## config.mk

```make
export PLATFORM = sky130hd
export DESIGN_NAME = queue_dispatcher_flat
export DESIGN_NICKNAME = d
export VERILOG_FILES = /design/src/rtl/queue_dispatcher_if.sv /design/src/rtl/queue_dispatcher.sv /design/src/flat_wrapper.sv
export SDC_FILE = /design/constraint.sdc
export NUM_CORES = 1
export LEC_CHECK = 0
export CORE_ASPECT_RATIO = 1.25
export CORE_MARGIN = 2
export CORE_UTILIZATION = 30
export CTS_CLUSTER_SIZE = 25
export DETAILED_ROUTE_END_ITERATION = 10
export GPL_ROUTABILITY_DRIVEN = 0
export SLEW_MARGIN = 30
export SYNTH_ARGS = -nofsm -noshare
export SYNTH_HDL_FRONTEND = slang
export SYNTH_SLANG_ARGS = --single-unit
```

## constraint.sdc

```tcl
create_clock -name clock -period 6.4 [get_ports clock]
set_input_delay 1.28 -clock clock [delete_from_list [all_inputs] [get_ports clock]]
set_output_delay 1.28 -clock clock [all_outputs]
set_load 0.02 [all_outputs]
```

## src/rtl/queue_dispatcher_if.sv

```systemverilog
// Connection bundle between the queue dispatcher, its FWFT request queues, the selector
// and the memory-side consumer.
interface queue_dispatcher_if #(
   parameter int NUMBER_OF_QUEUES = 4,
   parameter int DATA_WIDTH       = 64,
   parameter int COUNTER_WIDTH    = 32
);
   localparam int SEL_WIDTH = $clog2(NUMBER_OF_QUEUES);

   logic [NUMBER_OF_QUEUES-1:0]               empty;
   logic [NUMBER_OF_QUEUES*DATA_WIDTH-1:0]    queue_data;
   logic                                      sched_valid;
   logic [SEL_WIDTH-1:0]                      sched_selection;
   logic [NUMBER_OF_QUEUES-1:0]               pop;
   logic                                      m_valid;
   logic [DATA_WIDTH-1:0]                     m_data;
   logic [SEL_WIDTH-1:0]                      m_queue_id;
   logic                                      m_ready;
   logic [NUMBER_OF_QUEUES*COUNTER_WIDTH-1:0] served;

   modport master (
      input  empty, queue_data, sched_valid, sched_selection, m_ready,
      output pop, m_valid, m_data, m_queue_id, served
   );

   modport slave (
      output empty, queue_data, sched_valid, sched_selection, m_ready,
      input  pop, m_valid, m_data, m_queue_id, served
   );
endinterface

```

## src/rtl/queue_dispatcher.sv

```systemverilog
// Pops the queue picked by the selector, holds the entry on a valid/ready master port
// until accepted, and keeps saturating per-queue dispatch counts.
module queue_dispatcher #(
   parameter int NUMBER_OF_QUEUES = 4,
   parameter int DATA_WIDTH       = 64,
   parameter int COUNTER_WIDTH    = 32
) (
   input logic                clock,
   input logic                reset,
   queue_dispatcher_if.master bus
);
   localparam int SEL_WIDTH = $clog2(NUMBER_OF_QUEUES);
   localparam logic [SEL_WIDTH-1:0] LAST_QUEUE = SEL_WIDTH'(NUMBER_OF_QUEUES - 1);

   typedef enum logic {
      IDLE = 1'b0,
      SEND = 1'b1
   } state_t;

   state_t                      state_reg, state_next;
   logic [NUMBER_OF_QUEUES-1:0] pop_reg, pop_next;
   logic                        m_valid_reg, m_valid_next;
   logic [DATA_WIDTH-1:0]       m_data_reg, m_data_next;
   logic [SEL_WIDTH-1:0]        m_queue_id_reg, m_queue_id_next;
   logic [DATA_WIDTH-1:0]       head [NUMBER_OF_QUEUES];
   logic                        sel_in_range;
   logic                        accept;

   genvar gi;
   generate
      for (gi = 0; gi < NUMBER_OF_QUEUES; gi++) begin : g_head
         assign head[gi] = bus.queue_data[gi*DATA_WIDTH +: DATA_WIDTH];
      end
   endgenerate

   assign sel_in_range = (bus.sched_selection <= LAST_QUEUE);

   // Only IDLE samples the selector, so empty always reflects the previous pop.
   assign accept = (state_reg == IDLE) && bus.sched_valid && sel_in_range
                   && !bus.empty[bus.sched_selection];

   always_ff @(posedge clock) begin
      if (reset) begin
         state_reg      <= IDLE;
         pop_reg        <= '0;
         m_valid_reg    <= 1'b0;
         m_data_reg     <= '0;
         m_queue_id_reg <= '0;
      end else begin
         state_reg      <= state_next;
         pop_reg        <= pop_next;
         m_valid_reg    <= m_valid_next;
         m_data_reg     <= m_data_next;
         m_queue_id_reg <= m_queue_id_next;
      end
   end

   always_comb begin
      state_next      = state_reg;
      pop_next        = '0;
      m_valid_next    = m_valid_reg;
      m_data_next     = m_data_reg;
      m_queue_id_next = m_queue_id_reg;
      case (state_reg)
         IDLE: begin
            if (accept) begin
               state_next      = SEND;
               pop_next        = NUMBER_OF_QUEUES'(1) << bus.sched_selection;
               m_valid_next    = 1'b1;
               m_data_next     = head[bus.sched_selection];
               m_queue_id_next = bus.sched_selection;
            end
         end
         SEND: begin
            // Payload is frozen until the consumer takes it.
            if (bus.m_ready) begin
               state_next   = IDLE;
               m_valid_next = 1'b0;
            end
         end
         default: state_next = IDLE;
      endcase
   end

   generate
      for (gi = 0; gi < NUMBER_OF_QUEUES; gi++) begin : g_served
         logic [COUNTER_WIDTH-1:0] count_reg;
         logic                     hit;

         assign hit = accept && (bus.sched_selection == SEL_WIDTH'(gi));

         always_ff @(posedge clock) begin
            if (reset) begin
               count_reg <= '0;
            end else if (hit && (count_reg != '1)) begin
               count_reg <= count_reg + COUNTER_WIDTH'(1);
            end
         end

         assign bus.served[gi*COUNTER_WIDTH +: COUNTER_WIDTH] = count_reg;
      end
   endgenerate

   assign bus.pop        = pop_reg;
   assign bus.m_valid    = m_valid_reg;
   assign bus.m_data     = m_data_reg;
   assign bus.m_queue_id = m_queue_id_reg;
endmodule

```

## src/flat_wrapper.sv

```systemverilog
// flat-port wrapper written by rule: the top's interface ports become plain ports
module queue_dispatcher_flat 
#(
   parameter int NUMBER_OF_QUEUES = 4,
   parameter int DATA_WIDTH       = 64,
   parameter int COUNTER_WIDTH    = 32
)
  (clock, reset, bus_empty, bus_queue_data, bus_sched_valid, bus_sched_selection, bus_m_ready, bus_pop, bus_m_valid, bus_m_data, bus_m_queue_id, bus_served);
  queue_dispatcher_if #(.NUMBER_OF_QUEUES(NUMBER_OF_QUEUES), .DATA_WIDTH(DATA_WIDTH), .COUNTER_WIDTH(COUNTER_WIDTH)) bus_i ();
  input logic clock;
  input logic reset;
  input wire logic [$bits(bus_i.empty)-1:0] bus_empty;
  input wire logic [$bits(bus_i.queue_data)-1:0] bus_queue_data;
  input wire logic [$bits(bus_i.sched_valid)-1:0] bus_sched_valid;
  input wire logic [$bits(bus_i.sched_selection)-1:0] bus_sched_selection;
  input wire logic [$bits(bus_i.m_ready)-1:0] bus_m_ready;
  output wire logic [$bits(bus_i.pop)-1:0] bus_pop;
  output wire logic [$bits(bus_i.m_valid)-1:0] bus_m_valid;
  output wire logic [$bits(bus_i.m_data)-1:0] bus_m_data;
  output wire logic [$bits(bus_i.m_queue_id)-1:0] bus_m_queue_id;
  output wire logic [$bits(bus_i.served)-1:0] bus_served;
  assign bus_i.empty = bus_empty;
  assign bus_i.queue_data = bus_queue_data;
  assign bus_i.sched_valid = bus_sched_valid;
  assign bus_i.sched_selection = bus_sched_selection;
  assign bus_i.m_ready = bus_m_ready;
  assign bus_pop = bus_i.pop;
  assign bus_m_valid = bus_i.m_valid;
  assign bus_m_data = bus_i.m_data;
  assign bus_m_queue_id = bus_i.m_queue_id;
  assign bus_served = bus_i.served;
  queue_dispatcher #(.NUMBER_OF_QUEUES(NUMBER_OF_QUEUES), .DATA_WIDTH(DATA_WIDTH), .COUNTER_WIDTH(COUNTER_WIDTH)) u_core (.clock(clock), .reset(reset), .bus(bus_i));
endmodule
```

**Word level (Yosys, flattened, before mapping)**

Cells that the tools add are included.

- Register bits: 200
- Input port bits: 266
- Output and inout bits: 199

- Add/sub/neg operators: 4
- Magnitude comparators: 3
- Equal/unequal tests: 9
- Shifts and indexed selects: 1
- Muxes and demuxes: 11
- Bitwise operators: 3
- Reduce and logical (&&, ||, !) cells: 16

Operators by type and width:

| operator | count |
|---|---|
| adder 32 x 1 -> 32 bit (second input constant) | 4 |
| binary-select mux 64 bit (select 2 bit) | 1 |
| two-way mux 64 bit | 2 |
| inequality test 32 bit (second input constant) | 4 |
| logical AND 1 bit | 11 |
| two-way mux 1 bit | 5 |
| equality test 2 bit (second input constant) | 2 |
| one-hot mux 1 bit (2 select lines) | 2 |
| AND reduction 2 bit | 2 |
| << shifter 1 x 2 -> 4 bit (first input constant) | 1 |
| >= comparator 3 bit (second input constant) | 1 |
| less-than comparator 2 x 3 -> 1 bit (second input constant) | 1 |
| NOT 2 -> 3 bit | 1 |
| OR reduction 3 bit | 1 |
| binary-select mux 1 bit (select 2 bit) | 1 |
| equality test 2 x 1 -> 1 bit (second input constant) | 1 |
| <= comparator 2 bit (second input constant) | 1 |
| logical NOT 2 bit | 1 |
| inequality test 2 x 1 -> 1 bit (second input constant) | 1 |
| inequality test 2 bit (second input constant) | 1 |
| NOT 1 bit | 2 |
| logical NOT 1 bit | 1 |

**Logic depth before layout (Yosys ltp)**

Gate-level depths: netlist (run 1).

- Depth in word-level cells: 6
- Gate-level depth with buffers: 8
- Depth with buffers taken out: 6

**Worst setup path before layout (run 1)**

Ideal clock, no wire load.

- Path type: input port to flip-flop
- From: in bus_sched_selection[0]
- To: reg u_core.g_served[0].count_reg[20]
- Library setup time: 70 ps
- Arrival time: 3,202 ps
- Setup slack: 3,128 ps
- Cell stages on the path: 7
- Path through: buf_2 -> or3_4 -> or4_1 -> a211o_1 -> buf_6 -> or3_1 -> a21oi_1

- Cells in the longest elaborated chain, start to end: 6

Ends and longest elaborated chain:

| element | RTL line | source |
|---|---|---|
| start: declaration | flat_wrapper.sv:15 | `input wire logic [$bits(bus_i.sched_selection)-1:0] bus_sched_selection;` |
| binary-select mux 1 bit (select 2 bit) | queue_dispatcher.sv:40 | `&& !bus.empty[bus.sched_selection];` |
| two-way mux 1 bit (not written as such) | queue_dispatcher.sv:40 |  |
| logical NOT 1 bit | queue_dispatcher.sv:40 |  |
| logical AND 1 bit | queue_dispatcher.sv:40 |  |
| logical AND 1 bit (*) | queue_dispatcher.sv:90 | `assign hit = accept && (bus.sched_selection == SEL_WIDTH'(gi));` |
| logical AND 1 bit (*) | queue_dispatcher.sv:95 | `end else if (hit && (count_reg != '1)) begin` |
| end signal: assignment | queue_dispatcher.sv:96 | `count_reg <= count_reg + COUNTER_WIDTH'(1);` |
| end: declaration | queue_dispatcher.sv:87 | `logic [COUNTER_WIDTH-1:0] count_reg;` |

Mark *: on every way between the ends. The rest lies on a longest branch, timed or not. The select of a mux whose other input is x is not followed.
A chain may end at the register's enable or synchronous reset.

**Final worst setup path (run 1)**

- From: in bus_sched_valid
- To: reg u_core.g_served[3].count_reg[31]

- Cells in the longest elaborated chain, start to end: 5

Ends and longest elaborated chain:

| element | RTL line | source |
|---|---|---|
| start: declaration | flat_wrapper.sv:14 | `input wire logic [$bits(bus_i.sched_valid)-1:0] bus_sched_valid;` |
| logical AND 1 bit (2 in a row) | queue_dispatcher.sv:39 | `assign accept = (state_reg == IDLE) && bus.sched_valid && sel_in_range` |
| logical AND 1 bit | queue_dispatcher.sv:40 |  |
| logical AND 1 bit | queue_dispatcher.sv:90 |  |
| logical AND 1 bit | queue_dispatcher.sv:95 |  |
| end signal: assignment | queue_dispatcher.sv:96 |  |
| end: declaration | queue_dispatcher.sv:87 |  |

Every way passes these cells.

==> results of run 1 <==
critical path: cells and delay by family:
kind                   cells  cell delay, ps
AND/OR/NAND/NOR            3            1450
buffers and inverters      1             580
AO/OA/AOI/OAI              2             620
how the worst max path moves through the flow:
stage,slack (ps),depth (start not counted),end
2_1_floorplan,3130,7,u_core.g_served[0].count_reg[20]
3_3_place_gp,2460,6,u_core.g_served[3].count_reg[31]
3_5_place_dp,2420,6,u_core.g_served[3].count_reg[31]
4_1_cts,2880,6,u_core.g_served[3].count_reg[31]
5_1_grt,2610,6,u_core.g_served[3].count_reg[31]
6_report,2850,6,u_core.g_served[3].count_reg[31]
power groups by stage:
stage | Combinational (mW) | Sequential [mW] | Clock, mW
2_1_floorplan | 0.169 | 1.35 | 0
5_1_grt | 0.509 | 1.29 | 1.17
3_3_place_gp | 0.472 | 1.32 | 0
4_1_cts | 0.477 | 1.29 | 1.12
3_5_place_dp | 0.475 | 1.32 | 0
6_report | 0.476 | 1.29 | 1.10
through the flow:
step	cells	area [sq um]
finish	2104	16200
CTS	2093	16100
global route	2098	16200
global placement	2061	15500
floorplan	1204	10600
detailed placement	2061	15500
placed cells by master (no fill, tap or decap), drive strengths merged, types with 3 or more instances in the layout:
cell | netlist | layout
clkbuf | 64 | 18
o21ai | 45 | 45
a2111oi | 3 | 3
and3 | 6 | 6
xor2 | 8 | 8
or4 | 47 | 47
o2111ai | 3 | 3
inv | 12 | 17
diode | 0 | 10
clkdlybuf4s50 | 0 | 461
or3 | 53 | 53
nand4 | 47 | 47
dfxtp | 200 | 200
and4 | 8 | 8
nor2 | 55 | 55
nor4b | 5 | 5
mux2 | 15 | 15
mux4 | 65 | 65
nand2 | 194 | 194
nor4 | 18 | 18
nor2b | 15 | 15
nand2b | 9 | 9
ha | 4 | 4
or2 | 9 | 9
and2 | 5 | 5
nor3 | 23 | 23
a21oi | 157 | 157
o31ai | 45 | 45
nand3 | 36 | 36
clkinv | 0 | 8
xnor2 | 9 | 9
buf | 19 | 12
layout make-up:
| class | count | area [sq um] |
|---|---|---|
| fillers | 3378 | 18400 |
| multi-input cells | 909 | 6200 |
| flip-flops and latches | 200 | 4000 |
| clock buffers | 18 | 429 |
| inverters | 12 | 45.0 |
| repair buffers | 473 | 4740 |
| diodes | 10 | 25.0 |
| well taps | 468 | 586 |
| clock inverters | 14 | 140 |
logic make-up after synthesis:
logic type / count (synthesis) / synth area share [%]
AND/OR/NAND/NOR: 536 / 26.3
AO/OA/AOI/OAI: 270 / 14.6
adder cells (fa/ha/maj): 4 / 0.474
XOR/XNOR: 17 / 1.41
multiplexers: 82 / 15.7
flip-flops: 200 / 37.9
buffers and inverters: 95 / 3.63
layer usage:
| layer | vias to the layer above | GRT usage, % |
|---|---|---|
| met4 | 14 | 6.49 |
| met3 | 45 | 8.69 |
| li1 | 5356 | - |
| met5 | - | 0 |
| met2 | 410 | 37.3 |
| met1 | 5426 | 29.2 |
==> flow_summary_export.csv, run 1 <==
group,metric,value,unit
clock_tree,postCtsHoldBufs,0,
setup_path,cp_cell_sequence,"clkdlybuf4s50_1 -> nand4b_1 -> nor4_1 -> o2111ai_1 -> or4_1 -> a21oi_1",
sta,worstMarginPinSlew,957,ps
clock_tree,clock_path_buffers,2,
logic_synthesis,synthTopCellsByArea,"sky130_fd_sc_hd__dfxtp_1 (38%), sky130_fd_sc_hd__mux4_2 (14%), sky130_fd_sc_hd__a21oi_1 (7.4%)",
setup_path,worst_r2r_path_depth,6,
setup_path,element_type_at_the_critical_path_end,"register",
global_routing,grt_start_max_net_pins,115,
power_and_ir_drop,finalPower,2.86,mW
setup_path,cp.arrival,3930,ps
route,dr_wl_met2,20000,um
setup_path,regToRegEndpoint,"u_core.g_served[3].count_reg[13]",
clock_tree,cts_htree_levels,4,
clock_tree,cts_made_buffers,17,
cells_and_area,nNetsFinal,1883,
worst_hold_path,holdCritStartpoint,"u_core.bus.m_data[10]",
global_routing,global_route_wire_length_before_repair,64200,um
setup_path,cp-startpoint,"bus_sched_valid",
clock_tree,clock_latency,450,ps
logic_synthesis,ys_seq_area_share,37.9,%
sta,hold_viol_final,0,
logic_synthesis,synth_ff_type,"sky130_fd_sc_hd__dfxtp_1",
sta,timing_max_transition_violations_final,0,
placement,numPortBuffers,464,
worst_hold_path,hold_depth,2,
floorplanning,core_area,34600,sq um
run,timing.max_cap.violations,0,
route,drt_first_pass_iters,5,
setup_path,worst_r2r_startpoint,"u_core.g_served[3].count_reg[0]",
logic_synthesis,synthMostInstantiatedCell,"sky130_fd_sc_hd__dfxtp_1",
sta,timing.final.setup_violations,0,
power_and_ir_drop,power.leakage,5.01,nW
logic_synthesis,synth.yosys.warnings,0,
global_routing,global_route.overflow_total,0,
cells_and_area,flip_flop_count_of_the_largest_register_all_copies_and_words_added,128,
setup_path,setup.worst_path.start_class,"input port",
clock_tree,cts_tree,"yes",
logic_synthesis,synth.lib_cells_used.distinct,51,
power_and_ir_drop,internal_power,2.07,mW
setup_path,timing.critical_path.slowest_stage_cell,"sky130_fd_sc_hd__or4_1",
sta,fin_setup_tns,0,ps
clock_tree,clkSinkCount,200,
status,run_status,"complete, no violations",
global_routing,antenna_found_initial,23,
route,final_antenna_net_count,0,
cells_and_area,areaGrowthSynthToFinish,53.2,%
cells_and_area,postLayoutCoreUtil,46.7,%
setup_path,cp_slowest_stage_delay,590,ps
route,dr_wl_met3,4420,um
clock_tree,clkTransAtPathRegs,80,ps
floorplanning,dieHeight,214,um
route,top_layer_used,"met5",
setup_path,critical_path_required,6780,ps
power_and_ir_drop,share_comb_of_total_power,16.6,%
floorplanning,die_width,172,um
logic_synthesis,yosys.area.top_type_share,37.9,%
route,first_iter_violations,698,
placement,dpl_worst_slack,2420,ps
route,via_count,11300,
logic_synthesis,avgSynthCellArea,8.77,sq um
floorplanning,dieArea,36700,sq um
logic_synthesis,synth_enable_flop_cells,0,
setup_path,rrSetupSlack,3630,ps
route,drc,0,
clock_tree,post_cts_repair_resize_count,0,
floorplanning,start_util,30.5,%
power_and_ir_drop,pwr_density_cell,177,nW/um^2
sta,slew_headroom,36.2,%
power_and_ir_drop,sequential_cell_fraction_of_total_power,45.1,%
route,drt-total-wl,43400,um
floorplanning,ioPinCount,465,
sta,timing.hold.ws,459,ps
logic_synthesis,synth_common_cells,"sky130_fd_sc_hd__dfxtp_1 (200), sky130_fd_sc_hd__nand2_1 (194), sky130_fd_sc_hd__a21oi_1 (157)",
route,route.detailed.vias_per_inst,5.35,
power_and_ir_drop,worst_ir_drop_vdd,0.119,mV
route,wl_per_cell,20.6,um
setup_path,path_max_fanout,12,
power_and_ir_drop,net-switching-power,0.790,mW
sta,post_layout_worst_setup_margin,2850,ps
placement,detailed_place_hpwl,33100,um
worst_hold_path,hold_end,"u_core.bus.m_data[10]",
logic_synthesis,ys_async_sr_fraction,0,%
power_and_ir_drop,p_clk_share,38.3,%
sta,clock.fmax,282,MHz
logic_synthesis,post-synth-top-area-cell,"sky130_fd_sc_hd__dfxtp_1",
logic_synthesis,ys_ff_latch,200,
clock_tree,cts.repair_timing.setup_buffer_count,0,
logic_synthesis,postSynthCellCount,1204,
route,drt-met1-wl,18000,um
sta,final_period_minus_worst_setup_slack,3550,ps
global_routing,vias_in_the_first_global_route,10700,
sta,fin_crit_sh,55.5,%
global_routing,global_route.usage.total,23.2,%
logic_synthesis,mappedNetlistArea,10600,sq um
power_and_ir_drop,sw_frac_of_total,27.6,%
sta,skew_final,15.0,ps
sta,unrepaired_setup_endpoints_after_global_routing,"false",
logic_synthesis,synth_nets,1474,
cells_and_area,drive_gt1_share,8.73,%
worst_hold_path,hp-class,"register to register",
clock_tree,clk_root_buffer_cell,"sky130_fd_sc_hd__clkbuf_16",
setup_path,crit_type,"input port to register",
floorplanning,row_count,76,
Power figures use the tool's default switching activity.
==> run 2, diff against run 1 <==
==> constraint.sdc (replaced) <==
create_clock -name clock -period 3.5 [get_ports clock]
set_input_delay 0.7 -clock clock [delete_from_list [all_inputs] [get_ports clock]]
set_output_delay 0.7 -clock clock [all_outputs]
set_load 0.02 [all_outputs]
==> run 2 against run 1 <==
Compared with the run above: sequential share of layout area is 0.16 points lower; via count is 0.20% higher; hold slack worse by 2.3 ps; total power is 84% higher; first-iteration DRC count is 9.6% lower; flip-flop and latch count stayed put; final area is 0.64% higher; clock power is 83% higher; global-route usage is 0.15 points higher; register-to-register slack worse by 2800 ps; critical endpoint is now u_core.g_served[0].count_reg[26]; largest cell class unchanged; highest routed layer unchanged.
==> flow_summary_export.csv, run 2 (same netlist as run 1, synthesis figures left out) <==
group,metric,value,unit
status,run_status,"complete, no violations",
power_and_ir_drop,pwr_density_cell,324,nW/um^2
clock_tree,clock_latency,440,ps
cells_and_area,postLayoutCoreUtil,47.0,%
sta,slew_headroom,36.2,%
floorplanning,die_width,172,um
sta,post_layout_worst_setup_margin,747,ps
worst_hold_path,hp-class,"register to register",
run,timing.max_cap.violations,0,
setup_path,element_type_at_the_critical_path_end,"register",
sta,unrepaired_setup_endpoints_after_global_routing,"false",
global_routing,grt_start_max_net_pins,90,
cells_and_area,finish.instance_area,16300,sq um
sta,worstMarginPinSlew,957,ps
power_and_ir_drop,power.leakage,5.09,nW
global_routing,antenna_found_initial,21,
sta,timing.final.setup_violations,0,
setup_path,path_delay_family,"simple AND/OR/NAND/NOR gates",
global_routing,vias_in_the_first_global_route,10900,
clock_tree,clk_root_buffer_cell,"sky130_fd_sc_hd__clkbuf_16",
sta,timing_max_transition_violations_final,0,
route,final_antenna_net_count,0,
clock_tree,clkTransAtPathRegs,80,ps
clock_tree,clock_path_buffers,2,
route,drc,0,
floorplanning,row_count,76,
cells_and_area,most_frequent_cells_in_the_layout,"sky130_fd_sc_hd__clkdlybuf4s50_1 (461), sky130_fd_sc_hd__dfxtp_1 (200), sky130_fd_sc_hd__nand2_1 (194)",
clock_tree,post_cts_repair_resize_count,0,
power_and_ir_drop,worst_ir_drop_vdd,0.245,mV
route,drt_first_pass_iters,7,
clock_tree,clkSinkCount,200,
global_routing,global_route.usage.total,23.4,%
route,first_iter_violations,631,
cells_and_area,most_common_library_cell_in_the_layout_ignoring_fill_and_taps,"sky130_fd_sc_hd__clkdlybuf4s50_1",
sta,skew_final,10.5,ps
route,via_count,11300,
clock_tree,cts_htree_levels,4,
cells_and_area,nNetsFinal,1897,
sta,fin_setup_tns,0,ps
clock_tree,cts_tree,"yes",
sta,final_period_minus_worst_setup_slack,2750,ps
sta,hold_viol_final,0,
global_routing,global_route_wire_length_before_repair,64500,um
setup_path,worstPathBufferInverterCount,1,
placement,numPortBuffers,464,
clock_tree,cts.repair_timing.setup_buffer_count,0,
placement,dpl_worst_slack,309,ps
sta,fin_crit_sh,78.7,%
global_routing,global_route.overflow_total,0,
setup_path,setup.worst_path.start_class,"input port",
placement,placed_cells_incl_taps,2076,
floorplanning,ioPinCount,465,
route,wl_per_cell,20.7,um
cells_and_area,final_cells,2115,
route,drt-total-wl,43800,um
setup_path,timing.critical_path.slowest_stage_cell,"sky130_fd_sc_hd__or4_1",
sta,clock.fmax,363,MHz
setup_path,critical_path_required,3870,ps
route,route.detailed.vias_per_inst,5.33,
setup_path,path_max_fanout,13,
cells_and_area,drive_gt1_share,9.45,%
setup_path,cp_slowest_stage_delay,560,ps
setup_path,crit_type,"input port to register",
cells_and_area,areaGrowthSynthToFinish,54.1,%
setup_path,cp_cell_sequence,"clkdlybuf4s50_1 -> or3_4 -> or4_1 -> a211o_1 -> or4_1 -> a21oi_1",
clock_tree,cts_made_buffers,17,
floorplanning,dieArea,36700,sq um
floorplanning,core_area,34600,sq um
setup_path,cp.arrival,3130,ps
cells_and_area,flip_flop_count_of_the_largest_register_all_copies_and_words_added,128,
floorplanning,start_util,30.5,%
floorplanning,dieHeight,214,um
placement,dpl-instance-area,15700,sq um
clock_tree,postCtsHoldBufs,0,
placement,detailed_place_hpwl,34100,um
setup_path,path_common_cell,"sky130_fd_sc_hd__or4_1",
## run 2: cell count changes in the layout (fill, tap and decap cells not counted), moves of 2 or more
cell	delta
sky130_fd_sc_hd__inv_6	+4
sky130_fd_sc_hd__clkinv_8	-2
sky130_fd_sc_hd__buf_4	+14
sky130_fd_sc_hd__inv_8	-2
sky130_fd_sc_hd__diode_2	-3
sky130_fd_sc_hd__clkinv_2	+2
sky130_fd_sc_hd__clkinv_4	-3
## run 2: power breakdown
| part | internal (mW) | switching (mW) | leakage [nW] |
|---|---|---|---|
| Sequential | 2.33 | 0.0336 | 1.62 |
| Clock | 1.02 | 0.994 | 0.284 |
| Combinational | 0.518 | 0.374 | 3.19 |
| Total | 3.87 | 1.40 | 5.09 |
## run 2: layout make-up
cell class                 count  area (sq um)
clock buffer                  18           439
tap                          468           586
fill                        3420         18300
inverter                      12          45.0
multi-input combinational    909          6190
antenna                        7          17.5
timing repair buffer         487          4850
sequential                   200          4000
clock inverter                14           134
## run 2: through the flow
stage,hold slack (ps),power [mW]
2_1_floorplan,489,2.78
3_3_place_gp,441,3.30
3_5_place_dp,446,3.31
4_1_cts,458,5.34
5_1_grt,469,5.47
6_report,456,5.27
## run 2: final timing paths
| check | endpoint | startpoint | cells past startpoint | slack (ps) |
|---|---|---|---|---|
| min reg2reg | u_core.bus.m_data[37] | u_core.bus.m_data[37] | 2 | 460 |
| max | u_core.g_served[0].count_reg[26] | bus_empty[0] | 6 | 750 |
| max reg2reg | u_core.g_served[3].count_reg[13] | u_core.g_served[3].count_reg[0] | 6 | 810 |
| min | u_core.bus.m_data[37] | u_core.bus.m_data[37] | 2 | 460 |
## run 2: worst register-to-register path, stage by stage, from the launching register on
cell and delay (ps):
sky130_fd_sc_hd__dfxtp_1 440, sky130_fd_sc_hd__ha_1 250, sky130_fd_sc_hd__nand4_1 260, sky130_fd_sc_hd__or3_1 530, sky130_fd_sc_hd__o31ai_1 700, sky130_fd_sc_hd__nor4_1 100, sky130_fd_sc_hd__mux2_2 300
## run 2: layer usage
| metal | GRT usage [%] | vias to the layer above | routed length, um |
|---|---|---|---|
| met1 | 28.3 | 5382 | 17900 |
| met2 | 38.0 | 437 | 20600 |
| met4 | 7.51 | 18 | 915 |
| met5 | 0 | - | 121 |
| met3 | 9.38 | 61 | 4320 |
| li1 | - | 5376 | - |
